<file path="src/rtl/jk_excitation_driver.sv">
// ---------------------------------------------------------------------------
// jk_excitation_driver
//
// Drives a bank of JK flip-flops to a requested next state. A target vector
// is accepted over a valid/ready handshake. Per-bit J/K values are derived
// from the JK excitation table using the bank's present Q, and are presented
// for exactly one clock. One cycle later the bank's Q is compared against
// the target and the outcome is reported.
//
// Ports:
//   clk          rising-edge clock
//   rst          asynchronous, active-low reset
//   in_valid     target request valid
//   in_ready     block can accept a target (high only in IDLE)
//   target       requested next state of the bank
//   toggle_mode  sampled with target; 1 = use J=K=1 for changing bits
//   q_in         present Q of the driven JK bank
//   j_out        J inputs to the bank (nonzero only in DRIVE)
//   k_out        K inputs to the bank (nonzero only in DRIVE)
//   nchg         number of bits changed by the most recent request
//   done         one-cycle pulse: request completed
//   err          one-cycle pulse with done: bank state != target
//   err_count    saturating count of err pulses
// ---------------------------------------------------------------------------
module jk_excitation_driver #(
  parameter int WIDTH = 4,
  parameter int ERRW  = 8
) (
  input  logic                       clk,
  input  logic                       rst,
  input  logic                       in_valid,
  output logic                       in_ready,
  input  logic [WIDTH-1:0]           target,
  input  logic                       toggle_mode,
  input  logic [WIDTH-1:0]           q_in,
  output logic [WIDTH-1:0]           j_out,
  output logic [WIDTH-1:0]           k_out,
  output logic [$clog2(WIDTH+1)-1:0] nchg,
  output logic                       done,
  output logic                       err,
  output logic [ERRW-1:0]            err_count
);

  localparam int NW = $clog2(WIDTH+1);

  localparam logic [1:0] IDLE  = 2'd0;
  localparam logic [1:0] DRIVE = 2'd1;
  localparam logic [1:0] CHECK = 2'd2;

  logic [1:0]       state;
  logic [WIDTH-1:0] target_q;
  logic [WIDTH-1:0] diff;
  logic [WIDTH-1:0] j_next;
  logic [WIDTH-1:0] k_next;
  logic [NW-1:0]    pop;
  logic             mismatch;

  assign in_ready = (state == IDLE);
  assign mismatch = (q_in != target_q);

  // Excitation table folded into masks: only changing bits get J or K.
  // A 0->1 bit needs J, a 1->0 bit needs K; toggle mode asserts both on
  // every changing bit. toggle_mode is consumed here at the accept edge, so
  // it never needs to be stored.
  always_comb begin
    diff   = q_in ^ target;
    j_next = diff & (~q_in | {WIDTH{toggle_mode}});
    k_next = diff & ( q_in | {WIDTH{toggle_mode}});
    pop    = '0;
    for (int i = 0; i < WIDTH; i++) begin
      pop = pop + NW'(diff[i]);
    end
  end

  // Three-phase sequencer: accept in IDLE, present J/K for one cycle in
  // DRIVE, then compare the bank against the latched target on the CHECK
  // exit edge. done/err default low so they pulse for a single cycle.
  always_ff @(posedge clk or negedge rst) begin
    if (!rst) begin
      state     <= IDLE;
      target_q  <= '0;
      j_out     <= '0;
      k_out     <= '0;
      nchg      <= '0;
      done      <= 1'b0;
      err       <= 1'b0;
      err_count <= '0;
    end else begin
      done <= 1'b0;
      err  <= 1'b0;
      case (state)
        IDLE: begin
          if (in_valid) begin
            state    <= DRIVE;
            target_q <= target;
            j_out    <= j_next;
            k_out    <= k_next;
            nchg     <= pop;
          end
        end
        DRIVE: begin
          j_out <= '0;
          k_out <= '0;
          state <= CHECK;
        end
        CHECK: begin
          done  <= 1'b1;
          err   <= mismatch;
          if (mismatch && (err_count != '1)) begin
            err_count <= err_count + ERRW'(1);
          end
          state <= IDLE;
        end
        default: begin
          state <= IDLE;
        end
      endcase
    end
  end

endmodule

</file>
<file path="config.mk">
export PLATFORM = sky130hd
export DESIGN_NAME = jk_excitation_driver
export DESIGN_NICKNAME = d
export VERILOG_FILES = /design/src/rtl/jk_excitation_driver.sv
export SDC_FILE = /design/constraint.sdc
export NUM_CORES = 1
export LEC_CHECK = 0
export CORE_ASPECT_RATIO = 0.7
export CORE_UTILIZATION = 45
export CTS_BUF_LIST = sky130_fd_sc_hd__clkbuf_4
export CTS_CLUSTER_SIZE = 14
export DETAILED_ROUTE_END_ITERATION = 10
export GPL_ROUTABILITY_DRIVEN = 0
export HOLD_SLACK_MARGIN = 0.03
export PLACE_DENSITY = 0.78
export SETUP_SLACK_MARGIN = 0.1
export SYNTH_ARGS = -nofsm -noshare
export SYNTH_HDL_FRONTEND = slang
export SYNTH_SLANG_ARGS = --single-unit
</file>
<file path="constraint.sdc">
create_clock -name clk -period 1.5 [get_ports clk]
set_input_delay 0.45 -clock clk [delete_from_list [all_inputs] [get_ports clk]]
set_output_delay 0.45 -clock clk [all_outputs]
set_load 0.02 [all_outputs]
</file>
; ---- Word level (Yosys, flattened, before mapping)
; Index checks and enable logic that the tools add are counted.
[op_classes]
addsub = 4
eq_ne = 5
n_mux = 8
bitwise_logic = 6
reduce_logical = 6
[op_table]
columns = operator, count
row1 = $pmux 4 s2, 2
row2 = $add 8x1->8 const B, 1
row3 = $and 4x4->4, 2
row4 = $mux 4, 2
row5 = $ne 8x8->1 const B, 1
row6 = $or 4x4->4, 2
row7 = $reduce_and 2->1, 3
row8 = $ne 4x4->1, 1
row9 = $not 4->4, 1
row10 = $pmux 2 s2, 1
row11 = $xor 4x4->4, 1
row12 = $add 2x1->3, 1
row13 = $add 3x1->3, 1
row14 = $add 1x1->2, 1
row15 = $eq 2x1->1 const B, 1
row16 = $eq 2x2->1 const B, 1
row17 = $logic_not 2->1, 1
row18 = $mux 1, 2
row19 = $mux 2, 1
row20 = $ne 2x2->1 const B, 1
row21 = $reduce_bool 2->1, 1
row22 = $logic_and 1x1->1, 1
[word_totals]
reg_bits = 27
input_bits = 12
output_inout_bits = 22
elab_cells = 37

; ---- Logic depth before layout (Yosys ltp)
[logic_depth]
word_depth = 5
depth_mapped = 6
depth_no_buf = 6

; ---- Worst setup path before layout
; No wires, ideal clock.
[synth_timing]
kind = input -> register
startpoint = input port q_in[1]
endpoint = register nchg[1]
setup_ns = 0.125
arrival_ns = 2.059
path_slack_ns = -0.684
cell_stages = 6
path_buffers = 0
cell_sequence = and2b_1 > or2_2 > fa_1 > ha_1 > ha_1 > mux2_2
[synth_between]
elab_chain_len = 4
[synth_rtl]
columns = item, line
row1 = start: declaration, 35  ; input logic [WIDTH-1:0] q_in,
row2 = $xor 4x4->4, 66  ; diff = q_in ^ target;
row3 = $add 1x1->2, 71  ; pop = pop + NW'(diff[i]);
row4 = $add 2x1->3, 71
row5 = $add 3x1->3, 71
row6 = via pop[1], 55  ; logic [NW-1:0] pop;
row7 = end signal: assignment, 98  ; nchg <= pop;
row8 = end: declaration, 38  ; output logic [$clog2(WIDTH+1)-1:0] nchg,
; The timed path passes the listed nets, and every way through them passes these cells.
; A chain may end at the register's enable or synchronous reset.

; ---- Worst setup path after layout
[layout_timing]
startpoint = input port q_in[0]
endpoint = register nchg[1]
; The elaborated chain is that of the path after synthesis.

==> metrics.md <==
| Metric | Value |
|---|---|
| Slew HR | 0.738 |
| Multiplexer share of the synthesized area | 0.0828 |
| DRT Wirelength | 4.25 mm |
| Synthesis-to-layout area growth | 66.7% |
| Vias in the first global route | 1163 |
| R2r setup slk | -0.14 ns |
| Mapped Avg Cell Area | about 11 um2 |
| Root Driver | clkbuf_4 |
| Starting Density | 0.493 |
| # Max-Cap Violations | 0 |
| Final count of pins violating max slew | 0 |
| Min Hold Slack | 0.379 ns |
| Worst path required time | 1.74 ns |
| Total nets after synthesis | approximately 130 |
| Number of flops mapped to enable cells by yosys | 0 |
| Tcrit/Tclk final | 1.25 |
| Area leader, netlist | dfrtp_1 |
| Worst EP arrival | approximately 2.1 ns |
| DR vias/cell | 5.43 |
| Violated checks | setup timing |
| Largest net degree at the start of global routing | 28 |
| Row count | 15 |
| Crit-path max FO | 3 |
| WS Path Type | input pin to flip-flop |
| RSZ-0062 raised after global routing | true |
| Detailed-placement wirelength estimate | between 2 and 2.5 mm |
| HP Class | input pin to flip-flop |
| DRT iter0 DRCs | roughly 110 |
| PD cells | 1240 mW/mm2 |
| Startpoint class of the critical path | input pin |
| PortBufs | 33 |
| DIE AREA | 0.00304 mm2 |
| Final Hold Vio Count | 0 |
| Max frequency | 535 MHz |
| Worst slew pin tran | 0.393 ns |
| Post-Synth XOR/XNOR Area | 0.0690 |
| Post-layout util | 0.822 |
| Top-Level Pins | 34 |
| Sinks on Clock Net | 27 |
| TritonCTS clock tree | built |
| Fin nets | 204 |
| Worst vdd ir | roughly 0.84 mV |
| Layout cell share with drive strength beyond 1 | 0.583 |
| Yosys cell types | 28 |
| Crit. End Element | flip-flop |
| Main combinational cell family by area after synthesis | simple AND/OR/NAND/NOR gates |
| Synth Register Bits | 27 |
| Final Cell Area | around 0.0021 mm2 |
| Worst slack, placed | -1.17 ns |
| Count of final setup violators | 11 |
| Synth area leaders | dfrtp_1 53%, xor2_1 6.9%, mux2_2 6.2%, nor2b_1 3.9%, nand2_1 3.6% |
| Routed vias | 1200 |
| Adder-cell share of the synthesized area | 0.0454 |
| Die Height | 46.4 um |
| Synth top area share | 0.533 |
| Ys flop type | dfrtp_1 |
| CTS H-tree lvls | 1 |
| Setup Skew | 0.0202 ns |
| Die Wd | around 65 um |
| Lkg Pwr | 0.00107 uW |
| Post-Syn Instances | around 110 |
| GRT Residual Overflow | 0 |
| DR pass1 iterations | 4 |
| Num CTS Buffers | 3 |
| ANT nets after route | 0 |
| Status | finished with violations |
| Placement Cell Area | about 0.0019 mm2 |
| First-pass GRT wire length | approximately 5.4 mm |
| Commonest non-fill, non-tap cell in the layout | buf_4 |
| Synth Area in Compound Gates | 0.0976 |
| Time the worst path needs with I/O delays and setup | 1.87 ns |
| Remaining DRCs | 0 |
| Dpl cells | 204 |
| Commonest cells after routing, fill and taps aside | 35 x buf_4, 26 x dfrtp_1, 16 x buf_6, 15 x buf_2, 12 x nand2_1 |
| Worst setup margin | -0.369 ns |
| Number of diodes | 0 |
| Yosys synthesis warning count | 0 |
| Syn Std Cell Area | around 0.0013 mm2 |
| GRT Util Overall | 0.249 |
| Non-Filler Instances | 221 |
| Sequential fraction of the synthesis area | 0.533 |
| Core area | about 0.0026 mm2 |
| Clk_lat worst skew | between 0.3 and 0.4 ns |
| Wirelength per Cell | 19.2 um |
| Initial antenna violation count | 0 |
| Max Buffers Root-to-Sink | 2 |
| Fillers | approximately 130 |
| Clk slew on worst S/H paths | ~0.16 ns |
| Ys async rst share | 1.00 |
| Post-synthesis simple-gate area fraction | 0.161 |
==> final timing paths <==
kind | from | cells past startpoint | endpoint
max reg2reg | target_q[1] | 5 | err_count[1]
max in group asynchronous | rst | 2 | err_count[0]
min in group asynchronous | rst | 2 | target_q[1]
min | target[0] | 2 | target_q[0]
min reg2reg | k_out[0] | 2 | k_out[0]
max | q_in[0] | 7 | nchg[1]
==> layout make-up <==
| cell class | count | area, um2 | area share |
|---|---|---|---|
| tap | 34 | 42.5 | 0.0201 |
| clock inverter | 1 | 7.51 | 0.00355 |
| timing repair buffer | 74 | 617 | 0.292 |
| inverter | 2 | 7.51 | 0.00355 |
| sequential | 27 | 677 | 0.320 |
| multi-input combinational | 80 | 741 | 0.350 |
| clock buffer | 3 | 22.5 | 0.0107 |
==> through the flow <==
| stage | total power, uW | setup TNS, ns |
|---|---|---|
| after floorplan | 1560 | -2.51 |
| after global placement | 2100 | -11.06 |
| after detailed placement | 2130 | -11.66 |
| after CTS | 2460 | -1.17 |
| after global routing | 2750 | -2.03 |
| final | 2630 | -1.65 |
==> registers in the layout (all words and copies together), names as in the netlist <==
signal and count:
err_count 8, nchg 3, target_q 4, k_out 4
done 1, err 1, j_out 4, state 2
==> layer usage <==
| metal | up-vias | part of all wire | GRT usage |
|---|---|---|---|
| met1 | 606 | 0.43 | 0.310 |
| met5 | - | 0 | 0 |
| li1 | 529 | - | - |
| met4 | 0 | 0.028 | 0.0783 |
| met3 | 16 | 0.033 | 0.0668 |
| met2 | 49 | 0.51 | 0.431 |
==> worst max-delay path: stages <==
cell     delay [ns]
buf_8          0.10
nor2b_4        0.12
or2_4          0.26
fa_1           0.58
ha_4           0.15
ha_4           0.19
mux2_4         0.26
==> cell usage after synthesis, types with 2 or more instances <==
| cell type | number |
|---|---|
| mux2_2 | 7 |
| xor2_1 | 10 |
| or2_2 | 4 |
| o21ai_0 | 8 |
| a21oi_1 | 8 |
| dfrtp_1 | 27 |
| nor2b_1 | 8 |
| and2b_1 | 2 |
| nand2_1 | 12 |
| nor2_1 | 3 |
| ha_1 | 3 |
| nor3_1 | 2 |
| inv_1 | 2 |
==> repair_timing <==
| item | 4_1_cts | 5_1_grt |
|---|---|---|
| setup endpoints to repair | 34 | 29 |
| gates resized for setup | 142 | 23 |
| setup buffers | 9 | 4 |
| hold buffers | 0 | 0 |
| pin swaps | 8 | 5 |
==> where the power goes <==
| group | switching, uW | leakage, uW | internal (uW) |
|---|---|---|---|
| combinational | 631 | 0.000713 | 630 |
| sequential | 141 | 0.000345 | 900 |
| clock | 228 | 0.0000139 | 102 |
| total | 1000 | 0.00107 | 1630 |
==> cell families (layout without fill, tap and decap cells) <==
group / Yosys count / count (layout)
adder cells (fa/ha/maj): 4 / 4
AND/OR/NAND/NOR: 38 / 38
AO/OA/AOI/OAI: 19 / 19
flip-flops: 27 / 27
XOR/XNOR: 10 / 10
buffers and inverters: 4 / 80
multiplexers: 9 / 9
No activity file was read; power rests on OpenSTA's default activity.
